--- config.mk ---
export PLATFORM = sky130hd
export DESIGN_NAME = pm_line_fill
export DESIGN_NICKNAME = d
export VERILOG_FILES = /design/src/rtl/pm_line_fill.sv
export SDC_FILE = /design/constraint.sdc
export NUM_CORES = 1
export LEC_CHECK = 0
export ABC_AREA = 1
export CORE_ASPECT_RATIO = 0.9
export CORE_MARGIN = 4
export CORE_UTILIZATION = 55
export CTS_CLUSTER_SIZE = 10
export DETAILED_ROUTE_END_ITERATION = 12
export PLACE_DENSITY_LB_ADDON = 0.12
export SLEW_MARGIN = 20
export SYNTH_ARGS = -nofsm -noshare
export SYNTH_HDL_FRONTEND = slang
export SYNTH_SLANG_ARGS = --single-unit
--- constraint.sdc ---
create_clock -name clk -period 2.5 [get_ports clk]
set_clock_uncertainty 0.2 [all_clocks]
set_input_delay 0.375 -clock clk [delete_from_list [all_inputs] [get_ports clk]]
set_output_delay 0.375 -clock clk [all_outputs]
set_load 0.01 [all_outputs]
--- src/rtl/pm_line_fill.sv ---
// ---------------------------------------------------------------------------
// pm_line_fill
//
// Single-line instruction cache with its ROM fill controller. The cache sits
// between the program ROM and the fetch stage. It holds one line of
// 2^OFFSET_W words, tagged by the upper address bits.
//
// On a hit, the instruction is returned combinationally and hold stays low.
// On a miss, hold is raised to stall the core. The line is then streamed in
// from the ROM, one address per cycle, and the core is released afterwards.
//
// Ports
//   clk             system clock; all state changes on the rising edge
//   reset           asynchronous, active-low reset
//   pm_address      fetch address from the program counter
//   flush           single-cycle pulse that invalidates the line
//   rom_data        ROM read data, ROM_LAT cycles after rom_address
//   rom_address     ROM read address (holds its last value outside a fill)
//   pm_data         instruction to IR; valid while hold is low
//   hold            stall request to the core
//   start_hold      1-cycle pulse when a miss is detected
//   end_hold        1-cycle pulse when a fill completes
//   hold_count      number of completed fills, saturating at 7
//   cache_wren      line-array write enable (debug tap)
//   cache_wroffset  line-array write offset (debug tap)
//   cache_rdoffset  line-array read offset = pm_address offset bits
// ---------------------------------------------------------------------------
module pm_line_fill #(
  parameter int ADDR_W   = 8,
  parameter int DATA_W   = 8,
  parameter int OFFSET_W = 5,
  parameter int ROM_LAT  = 1
) (
  input  logic                clk,
  input  logic                reset,
  input  logic [ADDR_W-1:0]   pm_address,
  input  logic                flush,
  input  logic [DATA_W-1:0]   rom_data,
  output logic [ADDR_W-1:0]   rom_address,
  output logic [DATA_W-1:0]   pm_data,
  output logic                hold,
  output logic                start_hold,
  output logic                end_hold,
  output logic [2:0]          hold_count,
  output logic                cache_wren,
  output logic [OFFSET_W-1:0] cache_wroffset,
  output logic [OFFSET_W-1:0] cache_rdoffset
);

  localparam int TAG_W = ADDR_W - OFFSET_W;
  localparam int LINE  = 2 ** OFFSET_W;
  // Wide enough for the last FILL cycle index, LINE + ROM_LAT - 1.
  localparam int CNT_W = OFFSET_W + 2;

  localparam logic [CNT_W-1:0] C_LINE = CNT_W'(LINE);
  localparam logic [CNT_W-1:0] C_LAT  = CNT_W'(ROM_LAT);
  localparam logic [CNT_W-1:0] C_LAST = CNT_W'(LINE + ROM_LAT - 1);

  localparam logic [1:0] S_IDLE = 2'd0;
  localparam logic [1:0] S_FILL = 2'd1;
  localparam logic [1:0] S_DONE = 2'd2;

  logic [1:0]        r_state;
  logic              r_valid;
  logic [TAG_W-1:0]  r_tag;
  logic [CNT_W-1:0]  r_cnt;        // cycle index within FILL
  logic              r_flush_pend;
  logic [2:0]        r_hold_count;
  logic [ADDR_W-1:0] r_rom_addr;   // last address presented to the ROM
  logic [DATA_W-1:0] r_line [0:LINE-1];

  logic                w_idle;
  logic                w_fill;
  logic                w_done;
  logic                w_hit;
  logic                w_issue;
  logic                w_wren;
  logic [OFFSET_W-1:0] w_wr_off;
  logic [ADDR_W-1:0]   w_rom_addr;

  assign w_idle = (r_state == S_IDLE);
  assign w_fill = (r_state == S_FILL);
  assign w_done = (r_state == S_DONE);
  assign w_hit  = r_valid & (r_tag == pm_address[ADDR_W-1:OFFSET_W]);

  // The first LINE cycles of FILL issue reads.
  // Writes start ROM_LAT cycles later, trailing the issue counter by ROM_LAT.
  assign w_issue    = w_fill & (r_cnt < C_LINE);
  assign w_wren     = w_fill & (r_cnt >= C_LAT);
  assign w_wr_off   = OFFSET_W'(r_cnt - C_LAT);
  assign w_rom_addr = w_issue ? {r_tag, r_cnt[OFFSET_W-1:0]} : r_rom_addr;

  assign rom_address    = w_rom_addr;
  assign hold           = ~(w_idle & w_hit);
  // Gated by reset so the pulse stays low while the block is held in reset,
  // even though the reset state itself looks like a cold miss.
  assign start_hold     = reset & w_idle & ~w_hit;
  assign end_hold       = w_done;
  assign hold_count     = r_hold_count;
  assign cache_wren     = w_wren;
  assign cache_wroffset = w_wren ? w_wr_off : '0;
  assign cache_rdoffset = pm_address[OFFSET_W-1:0];
  assign pm_data        = (w_idle & w_hit) ? r_line[pm_address[OFFSET_W-1:0]] : '0;

  always_ff @(posedge clk or negedge reset) begin
    if (!reset) begin
      r_state      <= S_IDLE;
      r_valid      <= 1'b0;
      r_tag        <= '0;
      r_cnt        <= '0;
      r_flush_pend <= 1'b0;
      r_hold_count <= 3'd0;
      r_rom_addr   <= '0;
    end else begin
      r_rom_addr <= w_rom_addr;
      case (r_state)
        S_IDLE: begin
          // A flush takes effect at this edge, so a fetch in the same
          // cycle still sees the pre-flush hit.
          if (flush) begin
            r_valid <= 1'b0;
          end
          if (!w_hit) begin
            r_tag   <= pm_address[ADDR_W-1:OFFSET_W];
            r_valid <= 1'b0;
            r_cnt   <= '0;
            r_state <= S_FILL;
          end
        end
        S_FILL: begin
          if (flush) begin
            r_flush_pend <= 1'b1;
          end
          if (r_cnt == C_LAST) begin
            r_state <= S_DONE;
          end else begin
            r_cnt <= r_cnt + CNT_W'(1);
          end
        end
        S_DONE: begin
          // A flush seen at any point during the fill, including this
          // cycle, leaves the new line invalid and forces a refill.
          r_valid      <= ~(r_flush_pend | flush);
          r_flush_pend <= 1'b0;
          if (r_hold_count != 3'd7) begin
            r_hold_count <= r_hold_count + 3'd1;
          end
          r_state <= S_IDLE;
        end
        default: begin
          r_state <= S_IDLE;
        end
      endcase
    end
  end

  // The line array is not reset.
  // A line that was only partly written is never marked valid.
  always_ff @(posedge clk) begin
    if (w_wren) begin
      r_line[w_wr_off] <= rom_data;
    end
  end

endmodule

# Word level (Yosys, flattened, before mapping)
# Memory sizes are Yosys's and may differ from the RTL's.
# Cells that the tools add are included.
# Widths: inputs -> output; s select.
word_totals:
  register_bits: 25
  latchBits: 0
  ram_bits: 256
  rom_bits: 0
  out_inout_bits: 33
  elab_cells: 59
  mem_count: 1
memory_table:
  columns: ["memory", "words", "width", "read_ports", "rd_clocked_by_memory_dff", "write_ports", "line_no", "rtl"]
  rows:
  - ["r_line", 32, 8, 1, 0, 1, "70", "logic [DATA_W-1:0] r_line [0:LINE-1];"]
classes:
  n_addsub: 3
  mul: 0
  div_mod_pow: 0
  order_cmp: 2
  eq_ne: 10
  n_shift: 0
  n_mux: 16
  bitwise_logic: 10
  n_reduce_logical: 10
ops:
  columns: ["op", "n"]
  rows:
  - ["$mux 8", 2]
  - ["$mux 7", 2]
  - ["$pmux 7 s2", 1]
  - ["$reduce_and 2->1", 5]
  - ["$add 7x1->7 const B", 1]
  - ["$eq 7x6->1 const B", 1]
  - ["$ge 7x1->1 const B", 1]
  - ["$lt 7x6->1 const B", 1]
  - ["$and 1x1->1", 6]
  - ["$ne 2x2->1 const B", 3]
  - ["$ne 3x3->1 const B", 2]
  - ["$reduce_bool 2->1", 3]
  - ["$mux 1", 5]
  - ["$mux 5", 1]
  - ["$sub 5x1->5 const B", 1]
  - ["$mux 2", 2]
  - ["$pmux 1 s2", 2]
  - ["$pmux 2 s2", 1]
  - ["$add 3x1->3 const B", 1]
  - ["$eq 3x3->1", 1]
  - ["$not 1->1", 3]
  - ["$reduce_and 3->1", 1]
  - ["$eq 2x1->1 const B", 1]
  - ["$eq 2x2->1 const B", 1]
  - ["3 further kinds", 3]

# Longest topological paths before layout
depth:
  depth_word: 4
  depth_mapped: 11
  ltp_nobuf: 9

# Least setup slack after synthesis
# No wires, ideal clock.
synth_path:
  kind: "reg2reg"
  startpoint: "reg r_cnt[0]"
  endpoint: "mem r_line[10][0] (enable)"
  arrival_time_ps: 1803
  slack_ps: 127
  path_stages_with_launch: 8
  path_buffers: 0
  cell_sequence: "dfrtp_1 > inv_1 > ha_1 > nand2_2 > xor2_2 > o21a_1 > nand2_1 > nor2_1"
synth_between:
  elab_chain_cells: 4
  elab_cells_between_ends: 5
synth_rtl:
  columns: ["element", "line_no", "rtl"]
  rows:
  - ["start: declaration", "66", "logic [CNT_W-1:0] r_cnt;"]
  - ["start signal: assignment", "137", "r_cnt <= r_cnt + CNT_W'(1);"]
  - ["$ge 7x1->1", "89", "assign w_wren = w_fill & (r_cnt >= C_LAT);"]
  - ["$and 1x1->1", "89", null]
  - ["$mux 1", "160", "if (w_wren) begin"]
  - ["$mux 1 (implied by the code)", "161", "r_line[w_wr_off] <= rom_data;"]
  - ["end: declaration", "70", null]
# Several ways; a longest one is shown, not always the timed one.

# Final worst setup path
layout_path:
  startpoint: "in pm_address[2]"
  endpoint: "out pm_data[1]"
layout_between:
  elab_chain_cells: 2
layout_rtl:
  columns: ["element", "line_no", "rtl"]
  rows:
  - ["start: declaration", "36", "input logic [ADDR_W-1:0] pm_address,"]
  - ["$mem_v2 32x8", null, null]
  - ["$mux 8", "103", "assign pm_data = (w_idle & w_hit) ? r_line[pm_address[OFFSET_W-1:0]] : '0;"]
  - ["end: declaration", "40", "output logic [DATA_W-1:0] pm_data,"]
# Every way passes these cells.

==> impl_metrics.toml <==
[critical_path]
cpMostUsedCell = "nand3_1"
crit_slowest_cell = "clkdlybuf4s50_1"
required_ns = 1.92
cp_max_fo = 8
crit_family = "buffers and inverters"
crit_buf_inv = 4
arrival_ns = 1.97
crit_type = "primary input to primary output"
slowest_delay_ns = 0.52
endpoint_kind = "primary output"
critPathLaunchType = "primary input"
cp_cell_sequence = "clkdlybuf4s50_1 > buf_4 > buf_12 > nand3_1 > nand3_1 > nand3_1 > nand2_2 > nor2_2 > buf_2"

[sta]
fin_crit_ns = 2.54
maxSlewHeadroom_pct = 70.0
period_share_pct = 102
tightest_slew_ns = 0.450
fmax_mhz = 393
setup_ws_ns = -0.0449
hold_violations = 0
rsz0062_at_grt = "yes"
setup_violations = 8
drv_slew = 0

[clock_network]
cts_root_buf = "clkbuf_16"
cts_tree = "done"
cts_buffer_depth = 3
clk-insertion-delay-late_ns = 0.50
cts_sinks = 281
htree_levels = 2
cts-buffers-inserted = 34
path_clk_slew_ns = 0.05
postCtsHoldBufs = 0

[floorplan]
dieArea_mm2 = 0.0248
num_rows = 51
dieWidth_um = 166
die_h_um = 150
start_util_pct = 56.3
fp.coreArea_mm2 = 0.0218
ios = 52

[logic_synthesis]
synth_cells = 1185
ys_top_cells_by_area = "edfxtp_1 63%, nand2_1 11%, nand3_1 5.5%"
syn-num-nets = 1213
synth_area_mm2 = 0.0123
yosysTopAreaCellShare_pct = 62.6
ys_types = 32
ys_seq_area_share_pct = 67.7
async_reset_ff_share_pct = 8.90
synth_most_common_cell = "nand2_1"
avgSynthCellArea_um2 = 10.4
yosysWarnings = 0
synth_edf_count = 256
synthTopCellsByCount = "346 x nand2_1, 256 x edfxtp_1, 142 x nor2_1"
ys.flop_type = "edfxtp_1"
ys_ff_latch = 281
netlist.top_cell.by_area = "edfxtp_1"

[pwr]
switching_share_pct = 20.8
pwr-share-comb_pct = 6.2
p_switching_mw = 2.10
seq_power_share_pct = 51.1
power.total_mw = 10.1
p_int_mw = 7.98
p_leak_nw = 6.21
power.density_mw_per_mm2 = 674
clkPwrFrac_pct = 42.7
vdd_drop_max_mv = 0.651

[route]
first_pass_iters = 6
post_drt_via_cell_ratio = 5.32
postRouteAntennaNets = 0
wirelength_mm = 30.3
route.detailed.drc = 0
post_drt_wl_per_cell_um = 18.6
num_vias = 8680
drt_iter0_drc = 879

[global_route]
grt_pass1_wl_mm = 46.9
grt_pass1_vias = 8661
antenna_found_initial = 0
grt_max_degree = 42
overflow = 0
grt_usage_pct = 25.0

[status]
status = "finished with violations"
violations = "setup timing"

[cells_and_area]
utilization_pct = 68.6
area.growth.synth_to_final_pct = 21.8
final_net_count = 1361
antennaDiodeCount = 0
drive_gt1_share_pct = 16.9

[placed_design]
gp_congestion = 0.922
port_buffers = 51
hpwl_mm = 18.9

[job]
max_cap_violations = 0

[hold_path]
hold_path_class = "primary input to async pin"
area by class of cell:
class,instances,area [um^2]
inverter,117,445
multi-input combinational,727,3370
tap,291,364
sequential,281,8320
clock buffer,42,945
fill,1640,6860
timing repair buffer,172,1510
clock inverter,1,8.76
layout by cell type (no fill, tap or decap), drive strengths merged, types with 3 or more instances in the layout:
cell and n:
edfxtp 256, clkdlybuf4s50 26, dfrtp 25, a21oi 7
ha 9, clkbuf 43, nor3 4, nand3 136
inv 117, nor2 145, buf 137, nand2 351
dlygate4sd2 8, o211ai 8, nand4 3, mux2 3
o21ai 54
final timing paths:
check                               from             to  slack (ns)  cells after the start
max in group asynchronous          reset       r_cnt[1]        1.70                      2
hold reg to reg            r_rom_addr[2]  r_rom_addr[2]        0.29                      2
hold / removal                     reset       r_tag[2]        0.13                      2
min in group clk           pm_address[7]       r_tag[2]        0.29                      3
setup reg to reg                r_cnt[1]  r_line[15][2]        0.06                      9
setup / recovery           pm_address[2]     pm_data[1]       -0.04                      9
sequential cells by signal, indices dropped and copies added, names as in the netlist:
name	flops
r_line	256
r_tag	3
r_cnt	7
r_flush_pend	1
r_state	2
r_rom_addr	8
hold_count	3
r_valid	1
cells by family (layout without fill, tap and decap cells):
kind of cell | after synthesis | count (layout) | synth area share (%)
AND/OR/NAND/NOR | 641 | 641 | 21.6
flip-flops | 281 | 281 | 67.7
buffers and inverters | 177 | 332 | 6.18
AO/OA/AOI/OAI | 71 | 71 | 3.12
adder cells (fa/ha/maj) | 9 | 9 | 0.917
XOR/XNOR | 3 | 3 | 0.275
multiplexers | 3 | 3 | 0.275
stage by stage:
step           hold WS (ns)  area (um^2)  cells  setup TNS (ns)  setup WS [ns]
6_report              0.132        15000   1631          -0.148        -0.0449
5_1_grt               0.170        15000   1631           -1.45         -0.128
4_1_cts               0.127        14800   1623          -0.763         -0.146
3_5_place_dp          0.284        13800   1572           -3.13         -0.413
3_3_place_gp          0.278        13800   1572           -3.12         -0.400
2_1_floorplan        -0.121        12300   1185               0          0.127
power groups by stage:
stage	clock network, mW	logic, mW	registers, mW
global route	4.60	0.683	5.14
finish	4.30	0.627	5.15
detailed placement	0	0.611	5.24
floorplan	0	0.299	5.24
CTS	4.38	0.619	5.15
global placement	0	0.605	5.24
worst register-to-register path: stages, from the launching register on:
cell	delay, ns
dfrtp_2	0.42
buf_4	0.16
inv_4	0.09
ha_4	0.14
nand2_2	0.09
xor2_4	0.30
o21a_1	0.19
nand2_1	0.19
nor2_1	0.17
buf_4	0.19
repair_timing:
item | CTS | global route
resized for setup | 99 | 29
setup buffers | 7 | 9
pin swaps | 11 | 15
cloned | 1 | 0
endpoints found under the setup margin | 24 | 17
routing by layer:
layer | wire, um | track usage (%) | part of all wire (%) | up-vias
li1 | - | - | - | 4190
met4 | 819 | 8.74 | 2.7 | 0
met3 | 2230 | 5.26 | 7.3 | 61
met5 | 0 | 0 | 0 | -
met1 | 12800 | 34.3 | 42 | 4107
met2 | 14500 | 40.0 | 48 | 322
(Power assumes the default switching activity.)
